## src/rtl/halflife_meter_if.sv

```systemverilog
// Bundle for the half-life meter: measurement control and level inputs in,
// status and result outputs back. meas_state mirrors the FSM for checkers.
interface halflife_meter_if #(
  parameter int CNT_W = 16
);
  // start/abort are level-sampled requests with no ready handshake: start is
  // taken on any edge where the meter is idle and abort is low, abort acts on
  // the next edge, and results are qualified by valid with a done pulse.
  logic             start;
  logic             abort;
  logic [3:0]       level;
  logic             busy;
  logic             done;
  logic             valid;
  logic             overflow;
  logic [CNT_W-1:0] period;
  logic [3:0]       ref_level;
  logic             meas_state;

  modport master (
    output start, abort, level,
    input  busy, done, valid, overflow, period, ref_level, meas_state
  );

  modport slave (
    input  start, abort, level,
    output busy, done, valid, overflow, period, ref_level, meas_state
  );
endinterface

```

## src/rtl/halflife_meter.sv

```systemverilog
// Measures how many cycles a monitored level takes to fall to half of its
// reference value, with rebasing on rises and a stability filter on the drop.
module halflife_meter #(
  parameter int CNT_W  = 16,
  parameter int STABLE = 2
) (
  input  logic             clk,
  input  logic             rst_n,
  halflife_meter_if.slave  bus
);

  typedef enum logic {IDLE, MEASURE} state_t;

  localparam logic [CNT_W-1:0] CNT_MAX  = '1;
  localparam logic [2:0]       STABLE_L = 3'(STABLE);

  state_t           state, state_n;
  logic             busy_q, busy_n;
  logic             done_q, done_n;
  logic             valid_q, valid_n;
  logic             ovf_q, ovf_n;
  logic [CNT_W-1:0] period_q, period_n;
  logic [3:0]       ref_q, ref_n;
  logic [3:0]       thr_q, thr_n;
  logic [CNT_W-1:0] cnt_q, cnt_n;
  logic [2:0]       run_len_q, run_len_n;
  logic [CNT_W-1:0] run_start_q, run_start_n;

  logic [CNT_W-1:0] cnt_sat;
  logic             cnt_full;
  logic             is_low;
  logic             is_high;
  logic [2:0]       run_inc;
  logic             finish;

  assign cnt_full = (cnt_q == CNT_MAX);
  assign cnt_sat  = cnt_full ? CNT_MAX : cnt_q + CNT_W'(1);
  assign is_low   = (bus.level <= thr_q);
  assign is_high  = (bus.level > ref_q);
  assign run_inc  = run_len_q + 3'd1;

  always_comb begin
    state_n     = state;
    busy_n      = busy_q;
    done_n      = 1'b0;
    valid_n     = valid_q;
    ovf_n       = ovf_q;
    period_n    = period_q;
    ref_n       = ref_q;
    thr_n       = thr_q;
    cnt_n       = cnt_q;
    run_len_n   = run_len_q;
    run_start_n = run_start_q;
    finish      = 1'b0;

    case (state)
      IDLE: begin
        if (bus.start && !bus.abort) begin
          ref_n       = bus.level;
          thr_n       = {1'b0, bus.level[3:1]};
          cnt_n       = '0;
          run_len_n   = '0;
          run_start_n = '0;
          ovf_n       = 1'b0;
          if (bus.level == 4'd0) begin
            // Nothing to halve: report a zero period without entering MEASURE.
            period_n = '0;
            valid_n  = 1'b1;
            done_n   = 1'b1;
          end else begin
            state_n = MEASURE;
            busy_n  = 1'b1;
            valid_n = 1'b0;
          end
        end
      end

      MEASURE: begin
        cnt_n = cnt_sat;
        if (bus.abort) begin
          state_n = IDLE;
          busy_n  = 1'b0;
          valid_n = 1'b0;
        end else if (is_high) begin
          // Level rose above the reference: restart timing from the new peak.
          ref_n     = bus.level;
          thr_n     = {1'b0, bus.level[3:1]};
          cnt_n     = '0;
          run_len_n = '0;
        end else begin
          if (is_low) begin
            run_len_n = run_inc;
            if (run_len_q == 3'd0) run_start_n = cnt_sat;
          end else begin
            run_len_n = '0;
          end

          if (is_low && (run_inc == STABLE_L)) begin
            period_n = (run_len_q == 3'd0) ? cnt_sat : run_start_q;
            ovf_n    = 1'b0;
            finish   = 1'b1;
          end else if (cnt_full) begin
            period_n = CNT_MAX;
            ovf_n    = 1'b1;
            finish   = 1'b1;
          end
        end

        if (finish) begin
          state_n = IDLE;
          busy_n  = 1'b0;
          valid_n = 1'b1;
          done_n  = 1'b1;
        end
      end

      default: state_n = IDLE;
    endcase
  end

  always_ff @(posedge clk or negedge rst_n) begin
    if (!rst_n) state <= IDLE;
    else        state <= state_n;
  end

  always_ff @(posedge clk or negedge rst_n) begin
    if (!rst_n) begin
      busy_q      <= 1'b0;
      done_q      <= 1'b0;
      valid_q     <= 1'b0;
      ovf_q       <= 1'b0;
      period_q    <= '0;
      ref_q       <= '0;
      thr_q       <= '0;
      cnt_q       <= '0;
      run_len_q   <= '0;
      run_start_q <= '0;
    end else begin
      busy_q      <= busy_n;
      done_q      <= done_n;
      valid_q     <= valid_n;
      ovf_q       <= ovf_n;
      period_q    <= period_n;
      ref_q       <= ref_n;
      thr_q       <= thr_n;
      cnt_q       <= cnt_n;
      run_len_q   <= run_len_n;
      run_start_q <= run_start_n;
    end
  end

  assign bus.busy       = busy_q;
  assign bus.done       = done_q;
  assign bus.valid      = valid_q;
  assign bus.overflow   = ovf_q;
  assign bus.period     = period_q;
  assign bus.ref_level  = ref_q;
  assign bus.meas_state = (state == MEASURE);

endmodule

```

## src/flat_wrapper.sv

```systemverilog
// flat-port wrapper written by rule: the top's interface ports become plain ports
module halflife_meter_flat 
#(
  parameter int CNT_W  = 16,
  parameter int STABLE = 2
)
  (clk, rst_n, bus_start, bus_abort, bus_level, bus_busy, bus_done, bus_valid, bus_overflow, bus_period, bus_ref_level, bus_meas_state);
  halflife_meter_if #(.CNT_W(CNT_W)) bus_i ();
  input  logic clk;
  input  logic rst_n;
  input wire logic [$bits(bus_i.start)-1:0] bus_start;
  input wire logic [$bits(bus_i.abort)-1:0] bus_abort;
  input wire logic [$bits(bus_i.level)-1:0] bus_level;
  output wire logic [$bits(bus_i.busy)-1:0] bus_busy;
  output wire logic [$bits(bus_i.done)-1:0] bus_done;
  output wire logic [$bits(bus_i.valid)-1:0] bus_valid;
  output wire logic [$bits(bus_i.overflow)-1:0] bus_overflow;
  output wire logic [$bits(bus_i.period)-1:0] bus_period;
  output wire logic [$bits(bus_i.ref_level)-1:0] bus_ref_level;
  output wire logic [$bits(bus_i.meas_state)-1:0] bus_meas_state;
  assign bus_i.start = bus_start;
  assign bus_i.abort = bus_abort;
  assign bus_i.level = bus_level;
  assign bus_busy = bus_i.busy;
  assign bus_done = bus_i.done;
  assign bus_valid = bus_i.valid;
  assign bus_overflow = bus_i.overflow;
  assign bus_period = bus_i.period;
  assign bus_ref_level = bus_i.ref_level;
  assign bus_meas_state = bus_i.meas_state;
  halflife_meter #(.CNT_W(CNT_W), .STABLE(STABLE)) u_core (.clk(clk), .rst_n(rst_n), .bus(bus_i));
endmodule
```

## config.mk

```make
export PLATFORM = sky130hd
export DESIGN_NAME = halflife_meter_flat
export DESIGN_NICKNAME = d
export VERILOG_FILES = /design/src/rtl/halflife_meter_if.sv /design/src/rtl/halflife_meter.sv /design/src/flat_wrapper.sv
export SDC_FILE = /design/constraint.sdc
export NUM_CORES = 1
export LEC_CHECK = 0
export ABC_AREA = 1
export BUFFER_PORTS_ARGS = -buffer_cell sky130_fd_sc_hd__buf_2
export CORE_AREA = 5 5 105 107
export DETAILED_ROUTE_END_ITERATION = 6
export DIE_AREA = 0 0 110 112
export SLEW_MARGIN = 15
export SYNTH_ARGS = -nofsm -noshare
export SYNTH_HDL_FRONTEND = slang
export SYNTH_SLANG_ARGS = --single-unit
```

## constraint.sdc

```tcl
create_clock -name clk -period 5.1 [get_ports clk]
set_input_delay 0.765 -clock clk [delete_from_list [all_inputs] [get_ports clk]]
set_output_delay 0.765 -clock clk [all_outputs]
set_load 0.005 [all_outputs]
```

==> After elaboration in Yosys (flattened, before gate mapping) <==
Cells that the tools add are included.
{ "word_totals": {"reg_bits": 64, "output_inout_bits": 25, "wordCells": 97} }
{ "op_classes": {"addsub": 2, "n_lt_le_gt_ge": 2, "n_eq_ne": 11, "n_mux": 58, "n_bitwise": 1, "n_reduce_logical": 12} }
{ "ops": {"columns": ["operator", "n"], "rows": [
  ["16-bit 2-to-1 mux", 14],
  ["16-bit case mux with 2 select lines", 3],
  ["4-bit 2-to-1 mux", 6],
  ["1-bit 2-to-1 mux", 23],
  ["16-bit by 1-bit adder with 16-bit output, second input constant", 1],
  ["16-bit == test, second input constant", 1],
  ["4-bit case mux with 2 select lines", 2],
  ["3-bit 2-to-1 mux", 4],
  ["2-bit != test, second input constant", 5],
  ["1-bit case mux with 2 select lines", 5],
  ["4-bit AND reduction", 2],
  ["3-bit != test, second input constant", 2],
  ["3-bit case mux with 2 select lines", 1],
  ["3-bit AND reduction", 2],
  ["5-bit AND reduction", 1],
  ["4-bit > comparator", 1],
  ["4-bit <= comparator", 1],
  ["4-bit zero test", 1],
  ["2-bit by 1-bit != test with 1-bit output, second input constant", 2],
  ["2-bit AND reduction", 2],
  ["3-bit by 1-bit adder with 3-bit output, second input constant", 1],
  ["3-bit by 2-bit == test with 1-bit output, second input constant", 1],
  ["3-bit zero test", 1],
  ["1-bit logical AND", 2],
  ["2 further kinds", 2]
]} }

==> Longest topological paths before layout <==
{ "depth": {"word_depth": 9, "mapped_depth": 15, "ltp_nobuf": 15} }

==> Least setup slack after synthesis <==
OpenSTA, ideal clock, no wires.
{ "synth_path": {"path_type": "input to register", "startpoint": "input bus_level[3]", "endpoint": "register u_core.period_q[13] (netlist: u_core.bus.period[13])", "setup_ns": 0.117, "arrival_time_ns": 1.899, "required_ns": 4.983, "path_slack_ns": 3.084, "stages": 12, "path_buffers": 1, "path_cell_list": "ha_1 nand2_1 inv_1 nand2_1 nand2_1 nand3_1 nand2_1 inv_1 nand3_4 buf_6 nor2_1 nor2_1"} }
{ "synth_between": {"elab_chain_len": 6, "elab_cells_between_ends": 12, "classes_between": "order compare: 2; eq/ne: 3; mux: 4; reduce/logical: 3"} }
{ "synth_rtl": {"columns": ["element", "line", "text"], "rows": [
  ["start, declared", "flat_wrapper.sv:13", "input wire logic [$bits(bus_i.level)-1:0] bus_level;"],
  ["4-bit <= comparator", "halflife_meter.sv:38", "assign is_low = (bus.level <= thr_q);"],
  ["1-bit logical AND", "halflife_meter.sv:98", "if (is_low && (run_inc == STABLE_L)) begin"],
  ["16-bit 2-to-1 mux", "halflife_meter.sv:98", null],
  ["16-bit 2-to-1 mux", "halflife_meter.sv:84", "end else if (is_high) begin"],
  ["16-bit 2-to-1 mux", "halflife_meter.sv:80", "if (bus.abort) begin"],
  ["16-bit case mux with 2 select lines", "halflife_meter.sv:56", "case (state)"],
  ["end signal, assigned", "halflife_meter.sv:143", "period_q <= period_n;"],
  ["end, declared", "halflife_meter.sv:22", "logic [CNT_W-1:0] period_q, period_n;"]
]} }
Several ways; a longest one is shown, not always the timed one. The select of a mux whose other input is x is not followed.
A chain may end at the register's enable or synchronous reset.

==> Worst setup path after layout <==
{ "layout_path": {"startpoint": "register u_core.state (netlist: u_core.bus.meas_state)", "endpoint": "register u_core.run_start_q[3]"} }
{ "layout_between": {"elab_chain_len": 3, "elab_cells_between_ends": 7, "classes_between": "eq/ne: 4; mux: 1; bitwise: 1; reduce/logical: 1"} }
{ "layout_rtl": {"columns": ["element", "line", "text"], "rows": [
  ["start, declared", "halflife_meter.sv:17", "state_t state, state_n;"],
  ["start signal, assigned", "halflife_meter.sv:123", "else state <= state_n;"],
  ["1-bit inverter", null, null],
  ["2-bit by 1-bit != test with 1-bit output (no line)", null, null],
  ["4-bit AND reduction (no line)", null, null],
  ["end signal, assigned", "halflife_meter.sv:148", "run_start_q <= run_start_n;"],
  ["end, declared", "halflife_meter.sv:27", "logic [CNT_W-1:0] run_start_q, run_start_n;"]
]} }
Several ways; a longest one is shown, not always the timed one.

==> reports/metrics.cfg <==
[power]
peakVddDrop_mv = 0.162
intPower_mw = 1.06
power.density_nw_per_um2 = 470
p_leak_nw = 2.03
power_frac_comb = 0.392
p_seq_frac = 0.402
p_switching_mw = 0.756
switching_share = 0.417
clkPwrFrac = 0.206

[timing]
tns_ps = 0
rsz0062_at_grt = no
fin_skew_ps = 7.20
maxSlewViolCount = 0
worstMarginPinSlew_ps = 901
holdWs_ps = 473
hold_viol_final = 0
period_share = 0.653
setup_viol = 0
period_minus_slack_ps = 3330
fmax_mhz = 300
setup_ws_ps = 1770
slew_headroom = 0.400

[clocking]
cts_hold_buf = 0
cts_setup_buffers = 0
cts_resized = 0
cts.reportedPaths.clkPinSlew_ps = 70
cts_buffers = 9
clk_latency_ps = 350
cts_htree_levels = 3
cts_tree = done
cts_buffer_depth = 2
clkSinkCount = 60
root_buffer = clkbuf_8

[place]
pre_cts_ws_ps = 1710
place.gp.congestion = 0.803
dp.cells = 619
dp_hpwl_mm = 5.80
port_buffers = 32

[critical_path]
path_common_cell = nand2_1
path_depth = 9
cp_data_arrival_time_ps = 3530
reg2reg_slack_ps = 1770
path_class = reg2reg
setup.worst_path.start_class = flop
path_cells = inv_2 > nor2_2 > inv_1 > nand2_1 > nand2_1 > a21oi_1 > inv_1 > nand2_1 > o21ai_0
cpMaxStageDelayCell = dfrtp_1
rr_worst_depth = 9
r2r-start = u_core.bus.meas_state$_DFF_PN0_
end_kind = flop
worstPathBufferInverterCount = 3
r2r_end = u_core.run_start_q[3]$_DFFE_PN0P_
critPathTopFamily = buffers and inverters
crit_path_max_incr_delay_ps = 830
critPathMaxFanout = 22
critPathRequiredTime_ps = 5300

[synth]
synthDistinctLibCells = 28
synth_top_family_by_area = simple AND/OR/NAND/NOR gates
synth_warnings = 0
synth_top_area_cell = dfrtp_1
post-synth-top-area-fraction = 0.439
syn_avg_cell_area_sq_um = 7.42
synth_xor_area_frac = 0.0154
synth_fa_ha_area_frac = 0.0402
synth_compound_area_frac = 0.0849
synth-seq-cells = 60
synth-simple-area-share = 0.331
muxShareOfSynthArea = 0
seq_area_frac_synth = 0.439
synth_nets = 480
netlist_area_sq_um = 3420
syn_inst = 461
synthTopCellsByArea = dfrtp_1 44%, nand2_1 13%, nor2_1 8.8%

[routing]
first_pass_iters = 4
drt_wl_total_mm = 7.91
avgViaCountPerCell = 4.71
drc = 0
wl_per_cell_um = 12.5
drt_iter0_markers = 235
vias = 2988
ant_nets = 0

[die]
num_io_pins = 33
placement_rows = 37
dieHeight_um = 112
initial_core_util = 0.341
die_w_um = 110
core-area_sq_um = 10000
die_area_sq_um = 12300

[worst_hold_path]
min_to = u_core.bus.valid$_DFFE_PN0P_
min_path_cells = 2
min_from = u_core.bus.valid$_DFFE_PN0P_
hold_class = reg2reg

[finish]
drive_above_1_share = 0.136
fillCellCount = 1094
nNetsFinal = 513
diodes = 0
area.growth.synth_to_final_pct = 12.6
postLayoutCoreUtil = 0.383
instances_no_fill = 635

[global_route]
grt_pass1_wl_mm = 14.0
first_global_vias = 3022
grt_antenna_before_repair = 0
overflow = 0
track_usage = 0.144
grt_max_degree = 61

[run_status]
outcome = complete, no violations

[run]
drv_cap = 0

==> stage by stage <==
stage / total power [mW] / instance area [sq um]
floorplan: 1.23 / 3420
global placement: 1.44 / 3680
detailed placement: 1.46 / 3680
CTS: 1.84 / 3850
global route: 2.00 / 3850
finish: 1.81 / 3850
==> worst reg2reg max path, cell delays in order (launching register included) <==
cell,delay (ps)
dfrtp_1,830
inv_2,270
nor2_2,190
inv_1,70
nand2_1,150
nand2_1,110
a21oi_1,710
inv_1,570
nand2_1,190
o21ai_0,100
==> placed cells by master, fill, tap and decap left out, types with 3 or more instances in the layout <==
cell | netlist | routed
nor2_1 | 80 | 80
clkinv_2 | 0 | 4
nand3_4 | 4 | 4
xor2_1 | 6 | 6
buf_2 | 5 | 32
o21ai_0 | 43 | 43
nand2_1 | 123 | 123
inv_1 | 55 | 55
dfrtp_1 | 60 | 60
ha_1 | 11 | 11
clkbuf_8 | 1 | 9
nand3b_1 | 3 | 3
or2_2 | 4 | 4
nand4_1 | 8 | 8
a21oi_1 | 6 | 6
nand3_1 | 28 | 28
o21ai_1 | 5 | 4
==> power groups by stage <==
stage          Combinational (mW)  Sequential, mW  Clock, mW
3_3_place_gp                0.707           0.730          0
2_1_floorplan               0.519           0.712          0
3_5_place_dp                0.722           0.739          0
5_1_grt                     0.836           0.752      0.410
6_report                    0.711           0.728      0.373
4_1_cts                     0.724           0.732      0.385
==> flip-flops by register name, summed over array words and instances (netlist names) <==
| name | cells |
|---|---|
| u_core.bus.busy | 1 |
| u_core.bus.done | 1 |
| u_core.bus.period | 16 |
| u_core.bus.ref_level | 3 |
| u_core.bus.meas_state | 1 |
| u_core.thr_q | 1 |
| u_core.bus.valid | 1 |
| u_core.run_len_q | 3 |
| u_core.bus.overflow | 1 |
| u_core.run_start_q | 16 |
| u_core.cnt_q | 16 |
==> worst max-delay path by stage <==
stage | startpoint | endpoint | slack (ps)
after floorplan | bus_level[3] | u_core.bus.period[13]$_DFFE_PN0P_ | 3080
after global placement | bus_level[1] | u_core.run_start_q[4]$_DFFE_PN0P_ | 1920
after detailed placement | u_core.bus.meas_state$_DFF_PN0_ | u_core.run_start_q[3]$_DFFE_PN0P_ | 1710
after CTS | u_core.bus.meas_state$_DFF_PN0_ | u_core.run_start_q[3]$_DFFE_PN0P_ | 1720
after global routing | u_core.bus.meas_state$_DFF_PN0_ | u_core.run_start_q[4]$_DFFE_PN0P_ | 1370
final | u_core.bus.meas_state$_DFF_PN0_ | u_core.run_start_q[3]$_DFFE_PN0P_ | 1770
==> Yosys cell counts <==
| master | n |
|---|---|
| nand2_1 | 123 |
| inv_2 | 2 |
| xor2_1 | 6 |
| or2_2 | 4 |
| dfrtp_1 | 60 |
| o21bai_1 | 1 |
| nand2_4 | 1 |
| nor3_1 | 1 |
| buf_12 | 1 |
| nand3b_1 | 3 |
| nor2_2 | 2 |
| nand4_1 | 8 |
| a31oi_1 | 2 |
| a21oi_1 | 6 |
| nand2_2 | 2 |
| nand3_1 | 28 |
| clkbuf_8 | 1 |
| inv_1 | 55 |
| inv_6 | 1 |
| buf_2 | 5 |
| nor2_8 | 1 |
| clkbuf_1 | 4 |
| ha_1 | 11 |
| nand3_4 | 4 |
| buf_6 | 1 |
| o21ai_0 | 43 |
| nor2_1 | 80 |
| o21ai_1 | 5 |
==> layout make-up <==
class	count	area (sq um)	share of cell area
Multi-Input combinational cell	331	1620	0.419
Sequential cell	60	1500	0.390
Inverter	58	223	0.0578
Timing Repair Buffer	34	175	0.0455
Tap cell	136	170	0.0442
Clock buffer	9	124	0.0322
Clock inverter	7	43.8	0.0114
==> kinds of logic (layout without fill, tap and decap cells) <==
group,count (synthesis),in the layout
AO/OA/AOI/OAI,57,57
XOR/XNOR,6,6
AND/OR/NAND/NOR,257,257
adder cells (fa/ha/maj),11,11
buffers and inverters,70,108
flip-flops,60,60
==> metal layers <==
| layer | routed length, um | up-vias | track usage |
|---|---|---|---|
| met5 | 0 | - | 0 |
| met4 | 75 | 0 | 0.0349 |
| met3 | 306 | 10 | 0.0493 |
| met1 | 3600 | 1409 | 0.183 |
| li1 | - | 1514 | - |
| met2 | 3940 | 55 | 0.234 |
Note: power is estimated with default switching activity, not from simulation.
